===== config.mk =====
export PLATFORM = sky130hd
export DESIGN_NAME = fifo_sync
export DESIGN_NICKNAME = d
export VERILOG_FILES = /design/src/rtl/fifo_mem.sv /design/src/rtl/fifo_sync.sv
export SDC_FILE = /design/constraint.sdc
export NUM_CORES = 1
export LEC_CHECK = 0
export CORE_AREA = 2 2 126 128
export DETAILED_ROUTE_END_ITERATION = 8
export DIE_AREA = 0 0 128 130
export GPL_ROUTABILITY_DRIVEN = 0
export PLACE_DENSITY_LB_ADDON = 0.12
export REMOVE_ABC_BUFFERS = 1
export SLEW_MARGIN = 20
export SYNTH_ARGS = -nofsm -noshare
export SYNTH_HDL_FRONTEND = slang
export SYNTH_SLANG_ARGS = --single-unit

===== constraint.sdc =====
create_clock -name clk -period 4.8 [get_ports clk]
set_input_delay 0.72 -clock clk [delete_from_list [all_inputs] [get_ports clk]]
set_output_delay 0.72 -clock clk [all_outputs]
set_load 0.05 [all_outputs]

===== src/rtl/fifo_mem.sv =====
// fifo_mem: DEPTH x WIDTH register array used as FIFO storage.
//   clk, rst   : clock, asynchronous active-high reset (clears every entry)
//   we         : write enable
//   waddr      : write address
//   wdata      : write data
//   raddr      : read address
//   rdata      : asynchronous read data, mem[raddr]
module fifo_mem #(
  parameter int WIDTH  = 38,
  parameter int DEPTH  = 4,
  parameter int ADDR_W = $clog2(DEPTH)
) (
  input  logic              clk,
  input  logic              rst,
  input  logic              we,
  input  logic [ADDR_W-1:0] waddr,
  input  logic [WIDTH-1:0]  wdata,
  input  logic [ADDR_W-1:0] raddr,
  output logic [WIDTH-1:0]  rdata
);

  logic [DEPTH-1:0][WIDTH-1:0] mem_q, mem_d;

  always_comb begin
    mem_d = mem_q;
    if (we) mem_d[waddr] = wdata;
  end

  always_ff @(posedge clk or posedge rst) begin
    if (rst) mem_q <= '0;
    else     mem_q <= mem_d;
  end

  // Show-ahead read: no register between storage and output.
  assign rdata = mem_q[raddr];

endmodule


===== src/rtl/fifo_sync.sv =====
// fifo_sync: single-clock first-word-fall-through FIFO.
//   clk, rst : clock, asynchronous active-high reset
//   wr_en,din: write request / data (accepted when !full, or when popping)
//   rd_en    : read request, pops the head when !empty
//   dout     : head entry, valid whenever empty=0
//   empty, full, count : registered occupancy status
//   ovf, udf : registered one-cycle pulses for a dropped write / a read
//              while empty
module fifo_sync #(
  parameter int WIDTH = 38,
  parameter int DEPTH = 4
) (
  input  logic                     clk,
  input  logic                     rst,
  input  logic                     wr_en,
  input  logic [WIDTH-1:0]         din,
  input  logic                     rd_en,
  output logic [WIDTH-1:0]         dout,
  output logic                     empty,
  output logic                     full,
  output logic [$clog2(DEPTH):0]   count,
  output logic                     ovf,
  output logic                     udf
);

  localparam int ADDR_W = $clog2(DEPTH);
  localparam int CNT_W  = ADDR_W + 1;

  logic [ADDR_W-1:0] wr_ptr_q, wr_ptr_d;
  logic [ADDR_W-1:0] rd_ptr_q, rd_ptr_d;
  logic [CNT_W-1:0]  count_q, count_d;
  logic              empty_q, empty_d;
  logic              full_q, full_d;
  logic              ovf_q, ovf_d;
  logic              udf_q, udf_d;
  logic              wr_acc, rd_acc;

  // A write while full is still taken when the head is popped in the same
  // cycle: the slot being freed is the one overwritten, so order holds.
  assign wr_acc = wr_en & (~full_q | rd_en);
  assign rd_acc = rd_en & ~empty_q;

  always_comb begin
    wr_ptr_d = wr_ptr_q;
    rd_ptr_d = rd_ptr_q;
    if (wr_acc) wr_ptr_d = wr_ptr_q + ADDR_W'(1);
    if (rd_acc) rd_ptr_d = rd_ptr_q + ADDR_W'(1);
    count_d = count_q + CNT_W'(wr_acc) - CNT_W'(rd_acc);
    // Flags follow the next count so they change on the same edge.
    empty_d = (count_d == '0);
    full_d  = (count_d == CNT_W'(DEPTH));
    ovf_d   = wr_en & full_q & ~rd_en;
    udf_d   = rd_en & empty_q;
  end

  always_ff @(posedge clk or posedge rst) begin
    if (rst) begin
      wr_ptr_q <= '0;
      rd_ptr_q <= '0;
      count_q  <= '0;
      empty_q  <= 1'b1;
      full_q   <= 1'b0;
      ovf_q    <= 1'b0;
      udf_q    <= 1'b0;
    end else begin
      wr_ptr_q <= wr_ptr_d;
      rd_ptr_q <= rd_ptr_d;
      count_q  <= count_d;
      empty_q  <= empty_d;
      full_q   <= full_d;
      ovf_q    <= ovf_d;
      udf_q    <= udf_d;
    end
  end

  fifo_mem #(
    .WIDTH (WIDTH),
    .DEPTH (DEPTH),
    .ADDR_W(ADDR_W)
  ) u_mem (
    .clk  (clk),
    .rst  (rst),
    .we   (wr_acc),
    .waddr(wr_ptr_q),
    .wdata(din),
    .raddr(rd_ptr_q),
    .rdata(dout)
  );

  assign empty = empty_q;
  assign full  = full_q;
  assign count = count_q;
  assign ovf   = ovf_q;
  assign udf   = udf_q;

endmodule


**Word level (Yosys, flattened, before mapping)**

Index checks and enable logic that the tools add are counted.

- Input bits: 42
- Register bits after elaboration: 163

- Mux-type cells: 5
- Add/sub/neg operators: 4
- Eq/ne operators: 1
- Bitwise operators: 9
- Reductions and logical operators: 2
- $lt $le $gt $ge: 3

Operators by type and width:

| kind | count |
|---|---|
| bitwise mux 152 bit | 1 |
| binary-select mux 38 bit (select 2 bit) | 1 |
| demux 38 bit (select 2 bit) | 1 |
| two-way mux 38 bit | 2 |
| less-than comparator 2 x 3 -> 1 bit (second input constant) | 2 |
| bitwise AND 1 bit | 5 |
| adder 2 x 1 -> 2 bit (second input constant) | 2 |
| adder 3 x 1 -> 3 bit | 1 |
| == test 3 bit (second input constant) | 1 |
| logical NOT 3 bit | 1 |
| NOT 1 bit | 3 |
| subtractor 3 x 1 -> 3 bit | 1 |
| >= comparator 2 x 1 -> 1 bit (second input constant) | 1 |
| logical AND 1 bit | 1 |
| bitwise OR 1 bit | 1 |

**Depth between registers and ports, before layout**

Gate-level depths: netlist of run 1.

- Depth after elaboration: 6
- Gate-level depth with buffers: 9
- Mapped depth without buffers: 9

**Hierarchy**

From an unflattened synthesis of run 1, not the netlist that was laid out.

- Cells, all modules: 406
- Area total of the unflattened synthesis: 7,298.2 um^2

Modules (own cells, without submodules):

| module | cells each | area an instance (um^2) | instances |
|---|---|---|---|
| fifo_mem | 371 | 6,849.1 | 1 |
| fifo_sync | 35 | 449.2 | 1 |

**Worst setup path after synthesis of run 1**

Ideal clock, no wire load.

- Path kind: input to register
- From: input port rd_en
- To: register full_q, in the netlist full
- Data required time: 4,712 ps
- Arrival time: 2,320 ps
- Path buffers: 0
- Slack: 2,392 ps
- Setup time: 88 ps
- Stages on the path: 9
- Cells stage by stage: nand2b_4 nand2_1 ha_1 inv_1 ha_1 fa_1 xnor2_1 xnor2_1 nor3b_1

- Word-level cells in the longest chain between the ends: 5
- Elaborated cells between the ends (all ways): 6

RTL lines:

| what | line | RTL |
|---|---|---|
| start: declaration | fifo_sync.sv:17 | `input logic rd_en,` |
| bitwise OR 1 bit | fifo_sync.sv:40 | `assign wr_acc = wr_en & (~full_q \| rd_en);` |
| bitwise AND 1 bit | fifo_sync.sv:40 |  |
| adder 3 x 1 -> 3 bit | fifo_sync.sv:48 | `count_d = count_q + CNT_W'(wr_acc) - CNT_W'(rd_acc);` |
| subtractor 3 x 1 -> 3 bit * | fifo_sync.sv:48 |  |
| named net count_d[2] | fifo_sync.sv:31 | `logic [CNT_W-1:0] count_q, count_d;` |
| == test 3 bit * | fifo_sync.sv:51 | `full_d = (count_d == CNT_W'(DEPTH));` |
| named net full_d | fifo_sync.sv:33 | `logic full_q, full_d;` |
| end signal: assignment | fifo_sync.sv:70 | `full_q <= full_d;` |
| end: declaration | fifo_sync.sv:33 |  |

The timed path passes the listed nets; every way through them passes the cells marked *.
A chain may end at the register's enable or synchronous reset.

**Worst setup path after layout of run 1**

- From: register rd_ptr_q[0]
- To: output port dout[36]

- Word-level cells in the longest chain between the ends: 2

RTL lines:

| what | line | RTL |
|---|---|---|
| start: declaration | fifo_sync.sv:30 | `logic [ADDR_W-1:0] rd_ptr_q, rd_ptr_d;` |
| start signal: assignment | fifo_sync.sv:67 | `rd_ptr_q <= rd_ptr_d;` |
| binary-select mux 38 bit (select 2 bit) | fifo_mem.sv:35 | `assign rdata = mem_q[raddr];` |
| two-way mux 38 bit (not written as such) | fifo_mem.sv:35 |  |
| end: declaration | fifo_sync.sv:18 | `output logic [WIDTH-1:0] dout,` |

No other way between the ends. The select of a mux whose other input is x is not followed.

==> results.py, run 1 <==
metrics = {
    "floorplanning": {
        "start_util_pct": 48.57,
        "die_x_um": 128,
        "core_um2": 15420,
        "pin_count": 87,
        "num_rows": 46,
        "fp.dieArea_um2": 16640,
        "die_h_um": 130,
    },
    "global_routing": {
        "grt_max_degree": 108,
        "grtUsageMet3_pct": 5.084,
        "use_met1_pct": 25.14,
        "busiest_layer": "met2",
        "grt_pass1_wl_mm": 23.58,
        "grt_pass1_vias": 4284,
        "antenna_found_initial": 0,
        "grtUsageMet2_pct": 30.01,
        "grt_use_total_pct": 18.74,
        "grt_overflow": 0,
    },
    "finish": {
        "final_common_cell": "dfrtp_1",
        "nets": 544,
        "multi_input_area_um2": 3113,
        "final-seq-area_um2": 4083,
        "final_util_pct": 57.93,
        "diodes": 0,
        "final_cell_mix": "dfrtp_1, clkdlybuf4s50_1, mux2_4",
        "syn2layout_area_growth_pct": 19.27,
        "fin_cells": 698,
        "nFillCells": 1170,
        "drive_gt1_share_pct": 45.65,
    },
    "cts": {
        "cts_setup_buffers": 0,
        "cts.sinks": 163,
        "htree_levels": 4,
        "path_clk_slew_ps": 60,
        "cts_resized": 0,
        "clock_latency_ps": 420,
        "cts_buffers": 17,
        "root_buffer": "clkbuf_16",
        "cts_tree": "yes",
        "postCtsHoldBufs": 0,
        "cts_max_path_buffers": 2,
    },
    "critical_path": {
        "critPathKind": "register to primary output",
        "cp_cell_sequence": "buf_4, mux4_2, clkdlybuf4s50_1",
        "crit_slowest_cell": "dfrtp_2",
        "critPathBufInv": 2,
        "worst_path_largest_cell_delay_ps": 830,
        "critical_path.startpoint_type": "register",
        "arrival_ps": 2930,
        "worst_path_dominant_cell_family": "buffers and inverters",
        "critPathCaptureType": "primary output",
        "crit_required_ps": 4080,
        "crit_fanout": 26,
        "rrSetupSlack_ps": 2570,
    },
    "logic_synthesis": {
        "synthFlopType": "dfrtp_1",
        "ys_ff_latch": 163,
        "netlist_area_um2": 7492,
        "synth_cell_type_count": 22,
        "synth_edf_count": 0,
        "async_reset_ff_share_pct": 100.0,
        "ys_seq_area_share_pct": 54.46,
        "syn_avg_cell_area_um2": 18.32,
        "synth_warnings": 0,
        "syn_inst": 409,
    },
    "route": {
        "drcViolationCount": 0,
        "wl_per_cell_um": 20.44,
        "post_drt_via_cell_ratio": 5.448,
        "drt_pre_antenna_iters": 4,
        "drtIter0Drc": 174,
        "via_count": 3803,
        "ant_nets": 0,
        "wl_mm": 14.26,
    },
    "sta": {
        "clock.fmax_mhz": 274.2,
        "rsz0062_at_grt": "no",
        "hold_viol": 0,
        "finalCritPeriodShare_pct": 75.97,
        "tns_ps": 0,
        "maxSlewViolCount": 0,
        "skew_ps": 6.275,
        "worst_slew_pin_slew_ps": 965.4,
        "period_minus_slack_ps": 3647,
        "hold-worst-slack_ps": 502.5,
        "slew-limit-headroom_pct": 35.64,
        "setup_viol": 0,
    },
    "min_path": {
        "hold_path.class": "register to register",
    },
    "job": {
        "cap_viol_max_count": 0,
    },
    "place": {
        "hpwl_mm": 8.328,
        "placed_cells": 668,
        "io_buffer_count": 86,
    },
    "run_status": {
        "status": "finished, final reports clean",
    },
}
-- synthesized netlist by cell type, types with 2 or more instances --
master	number	area [µm²]
buf_12	8	160.2
xnor2_1	4	35.03
buf_6	4	45.04
mux2_2	73	822.0
mux2_4	80	1201
and3_4	4	45.04
buf_2	9	45.04
inv_1	7	26.28
dfrtp_1	162	4054
buf_4	3	22.52
nand2_1	2	7.510
mux4_2	38	855.8
ha_1	6	75.07
-- stage by stage --
step           setup WS, ps  cell area [µm²]
6_report               1153             8936
5_1_grt                1030             8936
4_1_cts                1096             8936
3_5_place_dp           1556             8366
3_3_place_gp           1585             8366
2_1_floorplan        -323.3             7219
-- per-layer routing --
layer  vias up  wire length, µm
li1       1675                -
met4         0              182
met5         -                0
met3        12              619
met1      2047             6595
met2        69             6868
-- registers in the layout, indices dropped and copies added (netlist names) --
name,count
empty,1
udf,1
rd_ptr_q,2
wr_ptr_q,2
u_mem.mem_q,152
ovf,1
full,1
count,3
-- logic make-up (layout without fill, tap and decap cells) --
logic type	Yosys count	count (layout)	share of synthesized area [%]
xor gates and xnor gates	5	5	0.5845
adders and majority gates	7	7	1.269
buffers and inverters	31	128	3.991
DFF	163	163	54.46
muxes	191	191	38.43
and+or+nand+nor	12	12	1.269
-- final cells by class --
cell class | count | area share, %
repair buffers | 91 | 10.05
clock inverters | 5 | 0.8401
flip-flops and latches | 163 | 45.69
well taps | 192 | 2.688
inverters | 7 | 0.3500
multi-input cells | 215 | 34.84
clock buffers | 25 | 5.545
-- path summary, 6_finish.rpt --
check | start | end | depth (start not counted)
worst max register to register | full$_DFF_PP0_ | full$_DFF_PP0_ | 9
max in group asynchronous | rst | u_mem.mem_q[22]$_DFFE_PP0P_ | 3
worst min register to register | u_mem.mem_q[51]$_DFFE_PP0P_ | u_mem.mem_q[51]$_DFFE_PP0P_ | 1
worst min-delay path | u_mem.mem_q[51]$_DFFE_PP0P_ | u_mem.mem_q[51]$_DFFE_PP0P_ | 1
min in group asynchronous | rst | u_mem.mem_q[120]$_DFFE_PP0P_ | 2
worst max-delay path | rd_ptr_q[0]$_DFFE_PP0P_ | dout[36] | 3
Power of run 1 is left out: the tool's default activity adds up to more than one toggle a clock period on the data nets, which glitch-free logic cannot reach.
==> inputs of run 2 (changes only) <==
==> constraint.sdc (replaced) <==
create_clock -name clk -period 3.8 [get_ports clk]
set_input_delay 0.57 -clock clk [delete_from_list [all_inputs] [get_ports clk]]
set_output_delay 0.57 -clock clk [all_outputs]
set_load 0.05 [all_outputs]
==> run 2 against run 1 <==
- final area up 1.3%
- final cell count up 0.57%
- hold slack barely moved
- register-to-register slack got worse by 980 ps
==> results.py, run 2 (synthesized netlist as in run 1, its figures left out) <==
metrics = {
    "floorplanning": {
        "die_x_um": 128,
        "num_rows": 46,
        "pin_count": 87,
        "core_um2": 15420,
        "fp.dieArea_um2": 16640,
        "die_h_um": 130,
        "start_util_pct": 48.57,
    },
    "cts": {
        "cts_setup_buffers": 0,
        "cts.sinks": 163,
        "root_buffer": "clkbuf_16",
        "htree_levels": 4,
        "cts_resized": 0,
        "path_clk_slew_ps": 60,
        "postCtsHoldBufs": 0,
        "cts_max_path_buffers": 2,
        "cts_buffers": 17,
        "clock_latency_ps": 410,
        "cts_tree": "yes",
    },
    "global_routing": {
        "grt_pass1_wl_mm": 23.54,
        "grt_pass1_vias": 4285,
        "grt_overflow": 0,
        "grt_use_total_pct": 18.77,
        "grt_max_degree": 88,
        "antenna_found_initial": 0,
    },
    "critical_path": {
        "timing.rr.start": "full$_DFF_PP0_",
        "critPathCaptureType": "primary output",
        "crit_required_ps": 3230,
        "critPathKind": "register to primary output",
        "critical_path.startpoint_type": "register",
        "reg2reg_depth": 9,
        "crit_fanout": 23,
        "arrival_ps": 2630,
        "crit_start": "rd_ptr_q[0]$_DFFE_PP0P_",
    },
    "finish": {
        "largest-register": "u_mem.mem_q",
        "drive_gt1_share_pct": 46.86,
        "syn2layout_area_growth_pct": 20.86,
        "diodes": 0,
        "nFillCells": 1198,
        "final_common_cell": "dfrtp_1",
        "largest_reg_flops": 152,
        "final_util_pct": 58.70,
        "nets": 546,
        "final_cell_mix": "dfrtp_1, clkdlybuf4s50_1, mux2_4",
    },
    "sta": {
        "finalCritPeriodShare_pct": 84.18,
        "hold_viol": 0,
        "setup_viol": 0,
        "rsz0062_at_grt": "no",
        "period_minus_slack_ps": 3199,
        "clock.fmax_mhz": 312.6,
        "tns_ps": 0,
        "worst_slew_pin_slew_ps": 783.3,
        "slew-limit-headroom_pct": 47.78,
        "maxSlewViolCount": 0,
        "skew_ps": 6.793,
    },
    "place": {
        "io_buffer_count": 86,
        "hpwl_mm": 8.625,
    },
    "route": {
        "drcViolationCount": 0,
        "post_drt_via_cell_ratio": 5.503,
        "drt_pre_antenna_iters": 6,
        "ant_nets": 0,
        "wl_mm": 14.38,
        "via_count": 3863,
        "wl_per_cell_um": 20.49,
        "drtIter0Drc": 233,
    },
    "min_path": {
        "hold_path.class": "register to register",
        "hold_start": "u_mem.mem_q[134]$_DFFE_PP0P_",
        "whs_path_depth": 1,
    },
    "job": {
        "cap_viol_max_count": 0,
    },
    "run_status": {
        "status": "finished, final reports clean",
    },
}
-- run 2: cell count changes in the layout (fill, tap and decap cells not counted) --
cell | before | now
buf_12 | 0 | 1
buf_4 | 5 | 6
bufinv_16 | 2 | 5
clkbuf_1 | 4 | 0
clkbuf_8 | 4 | 1
clkinv_2 | 3 | 1
clkinv_4 | 0 | 2
clkinvlp_4 | 0 | 2
inv_6 | 1 | 5
-- run 2: routing by layer --
layer | track usage, % | routed length (µm)
met2 | 30.67 | 7150
met4 | 4.913 | 80
met5 | 0 | 0
met3 | 5.207 | 523
met1 | 25.17 | 6628
-- run 2: critical path, cell delays in order (launching register included) --
cell             delay (ps)
dfrtp_2                 810
buf_4                   340
mux4_2                  330
clkdlybuf4s50_1         720
-- run 2: final timing paths --
kind	to	slack (ps)
setup / recovery	dout[31]	600
hold / removal	u_mem.mem_q[134]$_DFFE_PP0P_	500
setup reg to reg	full$_DFF_PP0_	1590
hold reg to reg	u_mem.mem_q[134]$_DFFE_PP0P_	500
max in group asynchronous	u_mem.mem_q[54]$_DFFE_PP0P_	2270
min in group asynchronous	u_mem.mem_q[87]$_DFFE_PP0P_	700
-- run 2: final cells by class --
cell class                 count  area [µm²]  area share (%)
timing repair buffer          93       925.9           10.23
clock inverter                14       222.7           2.460
inverter                       7       31.28          0.3454
multi-input combinational    215        3113           34.38
sequential                   163        4083           45.09
tap                          192       240.2           2.653
clock buffer                  18       439.2           4.850
-- run 2: through the flow --
| step | setup slack (ps) | instances | instance area, µm² | hold slack, ps |
|---|---|---|---|---|
| after floorplan | -1173 | 385 | 7219 | 475.2 |
| after global placement | 981.8 | 670 | 8393 | 484.2 |
| after detailed placement | 886.1 | 670 | 8393 | 489.5 |
| after CTS | 547.1 | 702 | 9055 | 505.5 |
| after global routing | 475.8 | 702 | 9055 | 514.1 |
| final | 601.1 | 702 | 9055 | 502.1 |
Power of run 2 is left out for the same reason.
==> inputs of run 3 (changes only) <==
==> constraint.sdc (replaced) <==
create_clock -name clk -period 2.82 [get_ports clk]
set_input_delay 0.423 -clock clk [delete_from_list [all_inputs] [get_ports clk]]
set_output_delay 0.423 -clock clk [all_outputs]
set_load 0.05 [all_outputs]
==> run 3 against run 2 <==
- non-clock buffer count increased by 9
- utilization increased by 0.36 points
- die area stayed put
- largest cell class unchanged
==> results.py, run 3 (synthesized netlist as in run 1, its figures left out) <==
metrics = {
    "finish": {
        "largest-register": "u_mem.mem_q",
        "drive_gt1_share_pct": 51.64,
        "syn2layout_area_growth_pct": 21.59,
        "diodes": 0,
        "largest_reg_flops": 152,
        "final_common_cell": "dfrtp_1",
        "final_cell_mix": "dfrtp_1, mux2_4, mux2_2",
        "nets": 555,
        "nFillCells": 1216,
    },
    "global_routing": {
        "grt_pass1_vias": 4256,
        "grt_pass1_wl_mm": 23.56,
        "grt_use_total_pct": 18.97,
        "grt_max_degree": 57,
        "antenna_found_initial": 0,
        "grt_overflow": 0,
    },
    "critical_path": {
        "arrival_ps": 2320,
        "crit_required_ps": 2400,
        "reg2reg_depth": 9,
        "rrSetupSlack_ps": 600,
        "critPathCaptureType": "primary output",
        "critPathKind": "register to primary output",
        "critical_path.startpoint_type": "register",
        "crit_fanout": 17,
    },
    "cts": {
        "cts.sinks": 163,
        "clock_latency_ps": 420,
        "cts_max_path_buffers": 2,
        "root_buffer": "clkbuf_16",
        "cts_buffers": 17,
        "path_clk_slew_ps": 60,
        "cts_tree": "yes",
        "htree_levels": 4,
    },
    "floorplanning": {
        "die_h_um": 130,
        "pin_count": 87,
        "fp.dieArea_um2": 16640,
        "num_rows": 46,
        "start_util_pct": 48.57,
        "die_x_um": 128,
        "core_um2": 15420,
    },
    "job": {
        "cap_viol_max_count": 0,
    },
    "sta": {
        "hold_viol": 0,
        "maxSlewViolCount": 0,
        "rsz0062_at_grt": "no",
        "skew_ps": 7.790,
        "period_minus_slack_ps": 2739,
        "slew-limit-headroom_pct": 62.98,
        "hold-worst-slack_ps": 437.8,
        "worst_slew_pin_slew_ps": 557.5,
        "setup_viol": 0,
        "clock.fmax_mhz": 365.1,
        "finalCritPeriodShare_pct": 97.12,
    },
    "place": {
        "hpwl_mm": 9.074,
        "io_buffer_count": 86,
    },
    "route": {
        "drcViolationCount": 0,
        "wl_per_cell_um": 20.59,
        "post_drt_via_cell_ratio": 5.411,
        "ant_nets": 0,
        "wl_mm": 14.64,
        "via_count": 3847,
        "drtIter0Drc": 174,
        "drt_pre_antenna_iters": 4,
    },
    "run_status": {
        "status": "finished, final reports clean",
    },
    "min_path": {
        "hold_path.class": "primary input to asynchronous set/reset pin",
    },
}
==> run 3: cell types whose count changed in the layout (fill, tap and decap cells not counted), sizes merged <==
cell,delta
clkinvlp,-1
clkinv,+3
dlygate4sd2,+5
clkbuf,+4
buf,+32
bufinv,-2
inv,-4
clkdlybuf4s50,-34
dlymetal6s2s,+6
==> run 3: cell type report <==
type / instances / area (µm²) / area share [%]
flip-flops and latches: 163 / 4085 / 44.84
inverters: 7 / 31.28 / 0.3434
clock inverters: 10 / 131.4 / 1.442
repair buffers: 102 / 1045 / 11.47
clock buffers: 22 / 464.2 / 5.095
multi-input cells: 215 / 3113 / 34.17
well taps: 192 / 240.2 / 2.637
==> run 3: worst paths after layout <==
kind                                                    from                            to
max in group asynchronous                                rst   u_mem.mem_q[79]$_DFFE_PP0P_
worst max-delay path                 rd_ptr_q[0]$_DFFE_PP0P_                      dout[26]
worst min-delay path                                     rst   u_mem.mem_q[87]$_DFFE_PP0P_
worst min register to register  u_mem.mem_q[148]$_DFFE_PP0P_  u_mem.mem_q[148]$_DFFE_PP0P_
min in group clk                u_mem.mem_q[148]$_DFFE_PP0P_  u_mem.mem_q[148]$_DFFE_PP0P_
worst max register to register                full$_DFF_PP0_                full$_DFF_PP0_
==> run 3: timing repair <==
| item | in CTS | in global routing |
|---|---|---|
| setup endpoints to repair | 13 | 6 |
| hold buffers | 0 | 0 |
| buffers inserted | 0 | 0 |
| gates cloned | 0 | 0 |
| gates resized for setup | 6 | 6 |
| pin swaps | 0 | 0 |
==> run 3: worst max-delay path, cell delays in order (launching register included) <==
cell and delay (ps):
dfrtp_4 630, buf_4 230, mux4_2 310, clkdlybuf4s50_1 730
==> run 3: metrics by stage <==
step	instances	util, %	TNS [ps]	cell area [µm²]	setup WS [ps]
2_1_floorplan	385	-	-325820	7219	-2006
3_3_place_gp	679	55.13	0	8503	148.3
3_5_place_dp	679	55.13	0	8503	10.11
4_1_cts	711	58.96	0	9095	12.96
5_1_grt	711	59.06	0	9110	4.371
6_report	711	59.06	0	9110	81.09
==> run 3: layer usage <==
metal	up-vias	wire length, µm	GRT usage (%)
met5	-	0	0
met4	0	167	5.818
met3	8	570	5.945
met2	59	7111	29.88
met1	2082	6792	25.57
li1	1698	-	-
Power of run 3 is left out for the same reason.
